<file path="config.mk">
export PLATFORM = sky130hd
export DESIGN_NAME = apb_timer_sequencer
export DESIGN_NICKNAME = d
export VERILOG_FILES = /design/src/rtl/apb_timer_sequencer.sv
export SDC_FILE = /design/constraint.sdc
export NUM_CORES = 1
export LEC_CHECK = 0
export BUFFER_PORTS_ARGS = -buffer_cell sky130_fd_sc_hd__buf_2
export CELL_PAD_IN_SITES_DETAIL_PLACEMENT = 0
export CELL_PAD_IN_SITES_GLOBAL_PLACEMENT = 2
export CORE_AREA = 2 2 128 180
export DETAILED_ROUTE_END_ITERATION = 8
export DIE_AREA = 0 0 130 182
export PLACE_DENSITY_LB_ADDON = 0.1
export SLEW_MARGIN = 10
export SYNTH_ARGS = -nofsm -noshare
export SYNTH_HDL_FRONTEND = slang
export SYNTH_SLANG_ARGS = --single-unit
</file>
<file path="constraint.sdc">
create_clock -name sys_clk -period 2.7 [get_ports sys_clk]
set_input_delay 0.405 -clock sys_clk [delete_from_list [all_inputs] [get_ports sys_clk]]
set_output_delay 0.405 -clock sys_clk [all_outputs]
set_load 0.02 [all_outputs]
</file>
<file path="src/rtl/apb_timer_sequencer.sv">
// apb_timer_sequencer: APB master that programs the 64-bit timer, services
// its interrupt, and either re-arms it (periodic) or shuts it down (one-shot).
module apb_timer_sequencer #(
  parameter int TMO_CYCLES = 16
) (
  input  logic        sys_clk,
  input  logic        sys_rst_n,
  input  logic        cfg_start,
  input  logic        cfg_stop,
  input  logic [63:0] cfg_cmp,
  input  logic [3:0]  cfg_div_val,
  input  logic        cfg_div_en,
  input  logic        cfg_periodic,
  output logic        seq_busy,
  output logic        seq_done,
  output logic        seq_err,
  output logic [15:0] event_cnt,
  output logic        tim_psel,
  output logic        tim_penable,
  output logic        tim_pwrite,
  output logic [11:0] tim_paddr,
  output logic [31:0] tim_pwdata,
  output logic [3:0]  tim_pstrb,
  input  logic [31:0] tim_prdata,
  input  logic        tim_pready,
  input  logic        tim_pslverr,
  input  logic        tim_int
);

  typedef enum logic [2:0] {IDLE, SETUP, ACCESS, GAP, WAIT_INT} state_e;

  localparam int TMO_W = $clog2(TMO_CYCLES + 1);

  state_e             state_q;
  logic [3:0]         step_q, step_d;
  logic               rearm_q, rearm_d;
  logic               stop_q;
  logic               stop_now;
  logic               gap_idle, gap_wait;
  logic [TMO_W-1:0]   tmo_q;
  logic [63:0]        cmp_q;
  logic [3:0]         div_val_q;
  logic               div_en_q;
  logic               periodic_q;
  logic               done_q, err_q;
  logic [15:0]        event_cnt_q;
  logic               psel_q, penable_q, pwrite_q;
  logic [11:0]        paddr_q;
  logic [31:0]        pwdata_q;
  logic               prdata_unused;

  // The sequencer only ever writes, so read data is deliberately ignored.
  assign prdata_unused = ^tim_prdata;

  // Register offset addressed by each script step (S0..S7, S9).
  function automatic logic [11:0] stepAddr(input logic [3:0] step);
    case (step)
      4'd1:    stepAddr = 12'h004;
      4'd2:    stepAddr = 12'h008;
      4'd3:    stepAddr = 12'h00C;
      4'd4:    stepAddr = 12'h010;
      4'd5:    stepAddr = 12'h014;
      4'd7:    stepAddr = 12'h018;
      default: stepAddr = 12'h000;
    endcase
  endfunction

  // Write data of each script step; TCR carries divider settings, bit0 = enable.
  function automatic logic [31:0] stepData(input logic [3:0] step, input logic [63:0] cmp,
                                           input logic [3:0] div_val, input logic div_en);
    logic [31:0] tcr;
    tcr = {20'h0, div_val, 6'h0, div_en, 1'b0};
    case (step)
      4'd0, 4'd9: stepData = tcr;
      4'd6:       stepData = tcr | 32'h1;
      4'd3:       stepData = cmp[31:0];
      4'd4:       stepData = cmp[63:32];
      4'd5, 4'd7: stepData = 32'h1;
      default:    stepData = 32'h0;
    endcase
  endfunction

  // Decide what follows the current step once its GAP cycle is reached.
  always_comb begin
    stop_now = stop_q | cfg_stop;
    step_d   = step_q;
    rearm_d  = rearm_q;
    gap_idle = 1'b0;
    gap_wait = 1'b0;
    case (step_q)
      4'd0: step_d = 4'd1;
      4'd1: step_d = 4'd2;
      4'd2: step_d = rearm_q ? 4'd6 : 4'd3;
      4'd3: step_d = 4'd4;
      4'd4: step_d = 4'd5;
      4'd5: step_d = 4'd6;
      4'd6: begin
        rearm_d = 1'b0;
        if (stop_now) step_d = 4'd9;
        else          gap_wait = 1'b1;
      end
      4'd7: begin
        if (stop_now || !periodic_q) begin
          step_d = 4'd9;
        end else begin
          step_d  = 4'd0;
          rearm_d = 1'b1;
        end
      end
      default: gap_idle = 1'b1;
    endcase
  end

  // Main sequencer FSM: drives the APB master and the status outputs.
  always_ff @(posedge sys_clk or negedge sys_rst_n) begin
    if (!sys_rst_n) begin
      state_q     <= IDLE;
      step_q      <= 4'd0;
      rearm_q     <= 1'b0;
      stop_q      <= 1'b0;
      tmo_q       <= '0;
      cmp_q       <= 64'h0;
      div_val_q   <= 4'h0;
      div_en_q    <= 1'b0;
      periodic_q  <= 1'b0;
      done_q      <= 1'b0;
      err_q       <= 1'b0;
      event_cnt_q <= 16'h0;
      psel_q      <= 1'b0;
      penable_q   <= 1'b0;
      pwrite_q    <= 1'b0;
      paddr_q     <= 12'h0;
      pwdata_q    <= 32'h0;
    end else begin
      done_q <= 1'b0;
      if (state_q != IDLE && cfg_stop) stop_q <= 1'b1;
      case (state_q)
        IDLE: begin
          if (cfg_start) begin
            cmp_q       <= cfg_cmp;
            div_val_q   <= cfg_div_val;
            div_en_q    <= cfg_div_en;
            periodic_q  <= cfg_periodic;
            err_q       <= 1'b0;
            event_cnt_q <= 16'h0;
            stop_q      <= 1'b0;
            rearm_q     <= 1'b0;
            step_q      <= 4'd0;
            psel_q      <= 1'b1;
            pwrite_q    <= 1'b1;
            paddr_q     <= stepAddr(4'd0);
            pwdata_q    <= stepData(4'd0, cfg_cmp, cfg_div_val, cfg_div_en);
            state_q     <= SETUP;
          end
        end
        SETUP: begin
          penable_q <= 1'b1;
          tmo_q     <= '0;
          state_q   <= ACCESS;
        end
        ACCESS: begin
          if ((tim_pready && tim_pslverr) ||
              (!tim_pready && tmo_q == TMO_W'(TMO_CYCLES - 1))) begin
            psel_q    <= 1'b0;
            penable_q <= 1'b0;
            pwrite_q  <= 1'b0;
            err_q     <= 1'b1;
            stop_q    <= 1'b0;
            state_q   <= IDLE;
          end else if (tim_pready) begin
            psel_q    <= 1'b0;
            penable_q <= 1'b0;
            pwrite_q  <= 1'b0;
            if (step_q == 4'd7) event_cnt_q <= event_cnt_q + 16'h1;
            state_q   <= GAP;
          end else begin
            tmo_q <= tmo_q + 1'b1;
          end
        end
        GAP: begin
          if (gap_idle) begin
            done_q  <= 1'b1;
            stop_q  <= 1'b0;
            state_q <= IDLE;
          end else if (gap_wait) begin
            rearm_q <= 1'b0;
            state_q <= WAIT_INT;
          end else begin
            step_q   <= step_d;
            rearm_q  <= rearm_d;
            psel_q   <= 1'b1;
            pwrite_q <= 1'b1;
            paddr_q  <= stepAddr(step_d);
            pwdata_q <= stepData(step_d, cmp_q, div_val_q, div_en_q);
            state_q  <= SETUP;
          end
        end
        WAIT_INT: begin
          if (tim_int || stop_now) begin
            step_q   <= tim_int ? 4'd7 : 4'd9;
            psel_q   <= 1'b1;
            pwrite_q <= 1'b1;
            paddr_q  <= stepAddr(tim_int ? 4'd7 : 4'd9);
            pwdata_q <= stepData(tim_int ? 4'd7 : 4'd9, cmp_q, div_val_q, div_en_q);
            state_q  <= SETUP;
          end
        end
        default: state_q <= IDLE;
      endcase
    end
  end

  assign seq_busy    = (state_q != IDLE);
  assign seq_done    = done_q;
  assign seq_err     = err_q;
  assign event_cnt   = event_cnt_q;
  assign tim_psel    = psel_q;
  assign tim_penable = penable_q;
  assign tim_pwrite  = pwrite_q;
  assign tim_paddr   = paddr_q;
  assign tim_pwdata  = pwdata_q;
  assign tim_pstrb   = 4'hF;

endmodule

</file>
==> results of run 1 <==
[where the power goes]
part / internal, µW / switching (µW) / total (µW)
logic: 811 / 1480 / 2290
registers: 2710 / 400 / 3110
clock network: 1400 / 1020 / 2420
[layout by cell type, fill, tap and decap left out, drive strengths merged, types with 2 or more instances in the layout]
master | Yosys | layout
a31oi | 4 | 4
o211ai | 3 | 3
and2 | 7 | 7
a22oi | 35 | 35
nand3 | 9 | 9
nand2b | 5 | 5
inv | 12 | 20
or4 | 2 | 2
or3 | 2 | 2
a221o | 2 | 2
buf | 32 | 156
and3 | 3 | 3
clkbuf | 27 | 18
o21ai | 44 | 44
ha | 3 | 3
nor2b | 4 | 4
or2 | 3 | 3
nor4 | 4 | 4
xnor2 | 13 | 13
nand3b | 3 | 3
a21oi | 13 | 13
dfrtp | 139 | 139
nand2 | 269 | 269
conb | 2 | 13
bufinv | 0 | 2
nor2 | 44 | 44
clkinv | 0 | 3
and4b | 2 | 2
nor3 | 11 | 11
nor3b | 2 | 2
o21bai | 4 | 4
o31ai | 6 | 6
a2111oi | 8 | 8
o22ai | 2 | 2
a21o | 2 | 2
nor4bb | 5 | 5
nand4 | 4 | 4
a211oi | 4 | 4
[path summary, 6_finish.rpt]
path / startpoint / endpoint / slack (ns) / cells after the start
worst max-delay path: state_q[1] / tim_pwdata[10] / 0.31 / 5
worst min-delay path: cfg_cmp[23] / cmp_q[23] / 0.17 / 3
worst max register to register: state_q[1] / tim_pwdata[10] / 0.31 / 5
worst min register to register: cmp_q[8] / cmp_q[8] / 0.47 / 2
max in group asynchronous: sys_rst_n / event_cnt[7] / 1.37 / 3
min in group asynchronous: sys_rst_n / event_cnt[5] / 0.51 / 2
[metrics by stage]
| stage | setup WS [ns] | hold slack (ns) | power, µW |
|---|---|---|---|
| after floorplan | 0.7336 | 0.1094 | 4691 |
| after global placement | 0.3186 | 0.4115 | 5433 |
| after detailed placement | 0.3158 | 0.4195 | 5487 |
| after CTS | 0.2932 | 0.1526 | 7959 |
| after global routing | 0.06427 | 0.1494 | 8435 |
| final | 0.3076 | 0.1663 | 7819 |
[state kept, by name, indices dropped and copies added (netlist names), 3 cells and up]
register,cells
tim_pwdata,32
state_q,3
cmp_q,64
tim_paddr,3
step_q,4
event_cnt,16
tmo_q,5
div_val_q,4
[metal layers]
metal / part of all wire [%] / GRT usage [%] / vias up
met5: 0.27 / 0 / -
met4: 1.3 / 4.602 / 8
met3: 4.9 / 4.744 / 25
met2: 51 / 29.19 / 131
met1: 42 / 21.33 / 2744
li1: - / - / 2765
[timing repair]
item / 4_1_cts / 5_1_grt
hold buffers: 1 / 0
setup buffers: 0 / 0
endpoints found under the setup margin: 0 / 0
endpoints found under the hold margin: 16 / 0
[cell families (layout without fill, tap and decap cells)]
family	Yosys count	count (layout)
compound gates	138	138
xor+xnor	13	13
fa+ha+maj	3	3
buf+inv	71	201
flops	139	139
other cells	2	14
simple gates	385	385
[worst reg2reg max path: stages, from the launching register on]
cell	delay, ns
dfrtp_1	0.60
nand3b_1	0.17
or4_4	0.56
o211ai_1	0.43
buf_4	0.37
o31ai_1	0.12
[cell type report]
type                            instances  area [µm²]
Multi-Input combinational cell        552        2939
Antenna cell                            1       2.502
Sequential cell                       139        3478
Inverter                               12       45.04
Fill cell                            2313       13840
Timing Repair Buffer                  157       917.1
Clock inverter                         14       173.9
Clock buffer                           18       429.2
Tap cell                              301       376.6
==> summary.txt, run 1 <==
Final Hold Viols: 0
Top-Level Pins: 179
post-synth top area share: 51.41%
Hold WC Path Type: input port to flip-flop
slew margin rel.: 40.52%
routed vias/inst: 4.751
CP Max Fanout: 17
post-route cell area: 8362 µm²
die area: 23,660 µm²
Post-synth EDFFs: 0
H-tree levels: 4
post-route insts no fill: 1,194
DRT iter0 DRCs: 350
crit share post-route: 88.61%
clock buffer depth: 2
critical-path cell list: nand3b_1, or4_4, o211ai_1, buf_4, o31ai_1
syn_area_per_cell: 9.008 µm²
#FFs+latches synth: 139
row cnt: 65
fraction of the mapped netlist area in adder cells: 0.5548%
Num CTS Buffers: 17
drt first pass iters: 4
VDD IR max: 0.0004750 V
WL final: 19,220 µm
slowest stage delay, CP: 0.60 ns
setup repair after global routing missed its margin: false
wire per inst: 16.10 µm
Util after Layout: 37.66%
fraction of final layout cells sized beyond drive strength 1: 24.89%
grt ovf: 0
starting density of the core: 30.47%
global-route wire length before repair: 31,610 µm
Detail Route Antenna Nets: 0
Synth Area in Compound Gates: 15.18%
Crit Path Class: flip-flop to flip-flop
cell area after placement: 7746 µm²
area leader, netlist: dfrtp_1
CTS sink count: 139
gp weighted congestion: 0.7690
chip width: 130 µm
Cell variety after synth: 67
antenna violations before repair: 5
DIE HEIGHT: 182 µm
post-synthesis mux area share: 0%
Synth async-reset ratio: 100.0%
min cycle time layout: 2.392 ns
Synth Area in XOR/XNOR: 1.683%
largest family of logic cells by synthesized area: simple AND/OR/NAND/NOR gates
crit-path leading delay family: simple AND/OR/NAND/NOR gates
post-synthesis sequential area ratio: 51.41%
Syn Std Cell Area: 6765 µm²
YS warnings: 0
CP bufs+invs: 1
Area Overhead vs Synth: 23.60%
top-count cell post-synth: nand2_1
placed cells: 1,160
Slew @ Worst Pin: 0.8883 ns
top cells by area, synth: dfrtp_1 51%, nand2_1 15%, a22oi_1 3.9%
nets@finish: 991
number of global-route vias before repair: 5,818
Post-Synthesis Cells: 751
Tot GR Track Use: 17.19%
DP HPWL: 12,950 µm
floorplan core area: 22,200 µm²
Max-Cap Viols: 0
via count: 5,673
port bufs: 133
CTS Root Cell: clkbuf_16
outcome: completed
Required @ worst endpoint: 2.98 ns
Main synth FF type: dfrtp_1
synth cell count leaders: 269 x nand2_1, 139 x dfrtp_1, 44 x nor2_1
WP data arrival: 2.67 ns
clock latency on the worst-skew pair: 0.42 ns
# setup viols final: 0
Fmax: 418.0 MHz
Clock transition at path regs: 0.07 ns
Slew Limit Fails: 0
drc violations: 0
Synth Area in Simple Gates: 25.10%
Cell Pwr Density: 935.1 nW/µm²
final setup TNS: 0 ns
Slowest-stage cell, CP: dfrtp_1
LEAKAGE: 0.004081 µW
CTS tree: done
clock skew: 0.01212 ns
CP startpoint kind: flip-flop
Post-CTS Resized: 0
element type at the critical path end: flip-flop
largest net degree at the start of global routing: 62
Power figures use the tool's default switching activity.
==> inputs of run 2 (changes only) <==
- CORE_AREA: 2 2 128 180 -> 2 2 115 201
- DIE_AREA: 0 0 130 182 -> 0 0 117 203
==> run 2 against run 1 <==
Against the previous run: critical path depth increased by 1; non-clock buffer count decreased by 5; core utilization increased by 0.054 points; clock power increased by 3%; flip-flop and latch count unchanged; final area decreased by 0.45%; fmax increased by 4.6%; first-iteration DRC count decreased by 7.4%; combinational power about the same; global-route usage increased by 0.16 points; highest routed layer unchanged; hold slack got worse by 0.00086 ns; sequential share of layout area increased by 0.19 points.
==> summary.txt, run 2 (synthesized netlist as in run 1, its figures left out) <==
DP HPWL: 13,300 µm (+2.6%)
antenna violations before repair: 2 (-3)
drc violations: 0 (unchanged)
post-route cell area: 8324 µm² (-0.45%)
DIE HEIGHT: 203 µm (+12%)
CP startpoint kind: flip-flop
Filler cells: 2,353 (+1.7%)
Top-Level Pins: 179 (unchanged)
global-route wire length before repair: 31,640 µm (about the same)
element type at the critical path end: flip-flop
die area: 23,750 µm² (+0.38%)
clock buffer depth: 2 (unchanged)
starting density of the core: 30.65% (+0.18 points)
min-delay src: cfg_cmp[16]
VDD IR max: 0.0005159 V (+8.6%)
max reg flops: 64 (unchanged)
Reg2Reg Launch Point: step_q[3]
postcts setup bufs: 0 (unchanged)
grt ovf: 0 (unchanged)
setup repair after global routing missed its margin: false
port bufs: 133 (unchanged)
Comb power frac: 28.9% (-0.4 points)
DRT iter0 DRCs: 324 (-7.4%)
most frequent cells in the layout: 268 x nand2_1, 139 x dfrtp_1, 132 x buf_2, 44 x nor2_1, 35 x a22oi_1
WHS Endpoint: cmp_q[16]
fraction of final layout cells sized beyond drive strength 1: 24.38% (-0.51 points)
Detail Route Antenna Nets: 0 (unchanged)
reg-to-reg setup timing slack: 0.41 ns (+0.11 ns)
Crit Path Class: flip-flop to flip-flop
Num CTS Buffers: 17 (unchanged)
routed vias/inst: 4.745 (-0.12%)
Hold WC Path Type: input port to flip-flop
Cell Pwr Density: 940.6 nW/µm² (+0.59%)
crit share post-route: 84.70% (-3.9 points)
CP Max Fanout: 27 (+10)
CTS tree: done
Fmax: 437.3 MHz (+4.6%)
largest net degree at the start of global routing: 85 (+37%)
clock latency on the worst-skew pair: 0.43 ns (about the same)
number of global-route vias before repair: 5,924 (+1.8%)
row cnt: 72 (+11%)
drt first pass iters: 4 (unchanged)
clock power share: 31.9% (+0.9 points)
Hold Path Stages: 3 (unchanged)
chip width: 117 µm (-10%)
floorplan core area: 22,070 µm² (-0.59%)
Max-Cap Viols: 0 (unchanged)
gp weighted congestion: 0.8214 (+6.8%)
# setup viols final: 0 (unchanged)
LEAKAGE: 0.004064 µW (-0.41%)
Clock transition at path regs: 0.06 ns (about the same)
Multi-input gate area: 2938 µm² (about the same)
final setup TNS: 0 ns (unchanged)
slew margin rel.: 53.72% (+13 points)
cell area after placement: 7689 µm² (-0.74%)
largest register by flop count: cmp_q
Slew @ Worst Pin: 0.6942 ns (-0.1941 ns)
WL final: 19,280 µm (+0.31%)
Util after Layout: 37.72% (+0.054 points)
min cycle time layout: 2.287 ns (-0.1054 ns)
diode count: 0 (-1)
FF-to-FF path depth: 6 (+1)
Tot GR Track Use: 17.35% (+0.16 points)
WP data arrival: 2.58 ns (-0.09 ns)
register area: 3478 µm² (unchanged)
outcome: completed
wire per inst: 16.31 µm (+1.3%)
Reg power frac: 39.3% (-0.4 points)
H-tree levels: 4 (unchanged)
CTS Root Cell: clkbuf_16
Switch Pwr: 2774 µW (-4.4%)
Internal: 5056 µW (+2.8%)
Area Overhead vs Synth: 23.04%
r2r endpoint: tim_pwdata[11]
nets@finish: 986 (-0.50%)
Slew Limit Fails: 0 (unchanged)
commonest non-fill, non-tap cell in the layout: nand2_1
Required @ worst endpoint: 2.99 ns (about the same)
CTS sink count: 139 (unchanged)
Final Hold Viols: 0 (unchanged)
via count: 5,609 (-1.1%)
clock skew: 0.009038 ns (-0.003078 ns)
Net Sw Frac: 35.43% (-1.7 points)
==> run 2: how the worst max path moves through the flow <==
stage / slack [ns] / endpoint / from / depth (start not counted)
global route: 0.15 / tim_pwdata[9] / step_q[3] / 5
CTS: 0.41 / tim_pwdata[11] / step_q[3] / 6
finish: 0.41 / tim_pwdata[11] / step_q[3] / 6
detailed placement: 0.32 / tim_pwdata[27] / cfg_stop / 7
global placement: 0.35 / tim_pwdata[26] / cfg_stop / 7
floorplan: 0.73 / stop_q / tmo_q[0] / 8
==> run 2: critical path: stages, from the launching register on <==
cell	delay [ns]
dfrtp_1	0.79
and4bb_2	0.35
buf_4	0.26
a22oi_1	0.20
nor2_1	0.06
a2111oi_0	0.36
o31ai_1	0.14
==> run 2: timing repair <==
| item | in CTS | in global routing |
|---|---|---|
| resized for setup | 0 | 0 |
| hold endpoints to repair | 46 | 0 |
| hold buffers | 1 | 0 |
==> run 2: metal layers <==
layer	vias to the layer above	routed length [µm]	global-route usage, %
li1	2762	-	-
met1	2677	7874	20.63
met2	137	10230	30.14
met3	29	809	4.328
met4	4	348	5.714
met5	-	24	0
==> run 2: stage by stage <==
stage | instances | setup slack (ns) | power, µW | hold slack [ns]
floorplan | 762 | 0.7336 | 4691 | 0.1094
global placement | 1150 | 0.3456 | 5376 | 0.3686
detailed placement | 1150 | 0.3187 | 5436 | 0.3778
CTS | 1182 | 0.4069 | 7982 | 0.1460
global route | 1182 | 0.1518 | 8432 | 0.1604
finish | 1182 | 0.4130 | 7830 | 0.1654
==> run 2: area by class of cell <==
cell class,instances,share of cell area (%)
Inverter,12,0.5411
Sequential cell,139,41.79
Multi-Input combinational cell,552,35.29
Timing Repair Buffer,152,10.42
Clock inverter,11,2.029
Clock buffer,20,5.486
Tap cell,296,4.449
==> run 2: power groups by stage <==
stage	combinational [µW]	sequential [µW]	clock, µW
after floorplan	1600	3100	0
after global placement	2280	3090	0
after detailed placement	2320	3120	0
after CTS	2330	3080	2570
after global routing	2610	3160	2660
final	2260	3070	2500
==> inputs of run 3 (changes only) <==
- CORE_AREA: 2 2 115 201 -> 2 2 121 211
- DIE_AREA: 0 0 117 203 -> 0 0 123 213
- clock period: 2.7 -> 1.9 ns (I/O delays scaled with it)
==> run 3 against run 2 <==
Against the previous run: the flow now finishes with violations (setup timing); critical endpoint is now tim_pwdata[16]; via count up 6.0%; sequential share of layout area down 4.3 points; register-to-register slack worse by 0.50 ns; global-route usage down 0.46 points; sequential power up 43%.
==> summary.txt, run 3 (synthesized netlist as in run 1, its figures left out) <==
outcome: complete, but fails checks
failing checks: setup timing
diode count: 0 (unchanged)
final setup TNS: -1.789 ns (-1.789 ns)
starting density of the core: 27.58% (-3.1 points)
crit share post-route: 104.6% (+20 points)
row cnt: 76 (+5.6%)
Fmax: 503.4 MHz (+15%)
dpl ws: -0.1512 ns (-0.4698 ns)
nets@finish: 1,062 (+7.7%)
Clock transition at path regs: 0.06 ns (about the same)
Filler cells: 2,575 (+9.4%)
element type at the critical path end: flip-flop
Top-Level Pins: 179 (unchanged)
die area: 26,200 µm² (+10%)
gp weighted congestion: 0.8194 (-0.24%)
WL final: 21,240 µm (+10%)
clock buffer depth: 2 (unchanged)
Max-Cap Viols: 0 (unchanged)
Util after Layout: 37.91% (+0.19 points)
wire per inst: 16.69 µm (+2.3%)
Slowest-stage cell, CP: or4_4
Required @ worst endpoint: 2.21 ns (-0.78 ns)
most frequent cells in the layout: 268 x nand2_1, 135 x dfrtp_1, 131 x buf_2, 71 x buf_4, 41 x nor2_1
CTS Root Cell: clkbuf_16
largest register by flop count: cmp_q
Crit Path Class: flip-flop to flip-flop
grt ovf: 0 (unchanged)
routed vias/inst: 4.672 (-1.5%)
reg-to-reg setup timing slack: -0.09 ns (-0.50 ns)
Cell Pwr Density: 1310 nW/µm² (+39%)
CP startpoint kind: flip-flop
DIE HEIGHT: 213 µm (+4.9%)
Final Hold Viols: 0 (unchanged)
number of global-route vias before repair: 6,355 (+7.3%)
largest net degree at the start of global routing: 46 (-46%)
DRT iter0 DRCs: 190 (-41%)
Hold WC Path Type: input port to flip-flop
post-route insts no fill: 1,273 (+7.7%)
CTS tree: done
slew margin rel.: 61.44% (+7.7 points)
cell area after placement: 8342 µm² (+8.5%)
Slew @ Worst Pin: 0.5770 ns (-0.1173 ns)
chip width: 123 µm (+5.1%)
max reg flops: 64 (unchanged)
critical-path cell list: nand3b_1, or4_4, and3_4, a21bo_4, buf_12, o21ai_0
Detail Route Antenna Nets: 0 (unchanged)
post-route cell area: 9300 µm² (+12%)
drt first pass iters: 4 (unchanged)
CP Max Fanout: 13 (-52%)
Tot GR Track Use: 16.89% (-0.46 points)
worst setup margin: -0.08668 ns (-0.4997 ns)
# setup viols final: 38 (+38)
min cycle time layout: 1.987 ns (-0.3003 ns)
CTS sink count: 139 (unchanged)
Slew Limit Fails: 0 (unchanged)
antenna violations before repair: 1 (-1)
fraction of final layout cells sized beyond drive strength 1: 33.82% (+9.4 points)
via count: 5,948 (+6.0%)
LEAKAGE: 0.004583 µW (+13%)
global-route wire length before repair: 33,580 µm (+6.1%)
clock latency on the worst-skew pair: 0.43 ns (about the same)
commonest non-fill, non-tap cell in the layout: nand2_1
H-tree levels: 4 (unchanged)
setup repair after global routing missed its margin: true
clock skew: 0.008278 ns (-0.0007595 ns)
placed cells: 1,233 (+7.2%)
DP HPWL: 14,900 µm (+12%)
floorplan core area: 24,530 µm² (+11%)
port bufs: 133 (unchanged)
drc violations: 0 (unchanged)
WP data arrival: 2.30 ns (-0.28 ns)
Num CTS Buffers: 17 (unchanged)
slowest stage delay, CP: 0.56 ns (-0.23 ns)
Area Overhead vs Synth: 37.47%
VDD IR max: 0.0005904 V (+14%)
[run 3: worst paths after layout]
| path | start | to | cells past startpoint |
|---|---|---|---|
| min in group asynchronous | sys_rst_n | event_cnt[14] | 2 |
| hold reg to reg | cmp_q[11] | cmp_q[11] | 2 |
| hold / removal | cfg_cmp[39] | cmp_q[39] | 3 |
| setup reg to reg | state_q[2] | tim_pwdata[16] | 6 |
| max in group asynchronous | sys_rst_n | event_cnt[1] | 3 |
| setup / recovery | state_q[2] | tim_pwdata[16] | 6 |
[run 3: power by group]
group	switching (µW)	internal, µW
registers	539	3860
logic	2420	1870
clock network	1270	2220
total	4240	7940
[run 3: routing by layer]
metal	global-route usage (%)	part of all wire [%]	routed length (µm)	vias up
li1	-	-	-	2913
met1	18.56	40	8535	2884
met2	30.46	54	11370	122
met3	5.155	4.4	940	27
met4	5.643	1.8	376	2
met5	0	0.061	13	-
[run 3: repair_timing]
action	in CTS	in global routing
buffers inserted	3	5
cloned	0	1
setup endpoints to repair	49	103
endpoints found under the hold margin	41	0
gates resized for setup	18	44
pin swaps	4	11
hold buffers	1	0
[run 3: worst max-delay path: cells and delay by family (launching register included)]
family,cells,cell delay [ns]
buffers and inverters,1,0.16
AO/OA/AOI/OAI,2,0.32
AND/OR/NAND/NOR,3,0.96
flip-flops,1,0.41
[run 3: final cells by class]
type	instances	area, µm²	share of cell area, %
clock buffer	23	498.0	5.355
clock inverter	7	112.6	1.211
inverter	12	45.04	0.4843
multi-input combinational	553	3171	34.09
sequential	139	3483	37.45
tap	312	390.4	4.197
timing repair buffer	227	1600	17.21
[run 3: per-stage QoR]
stage,power (µW),hold WS (ns)
floorplan,6669,-0.01059
global placement,8398,0.2504
detailed placement,8488,0.2630
CTS,12180,0.009282
global route,13060,0.01944
finish,12180,0.04147
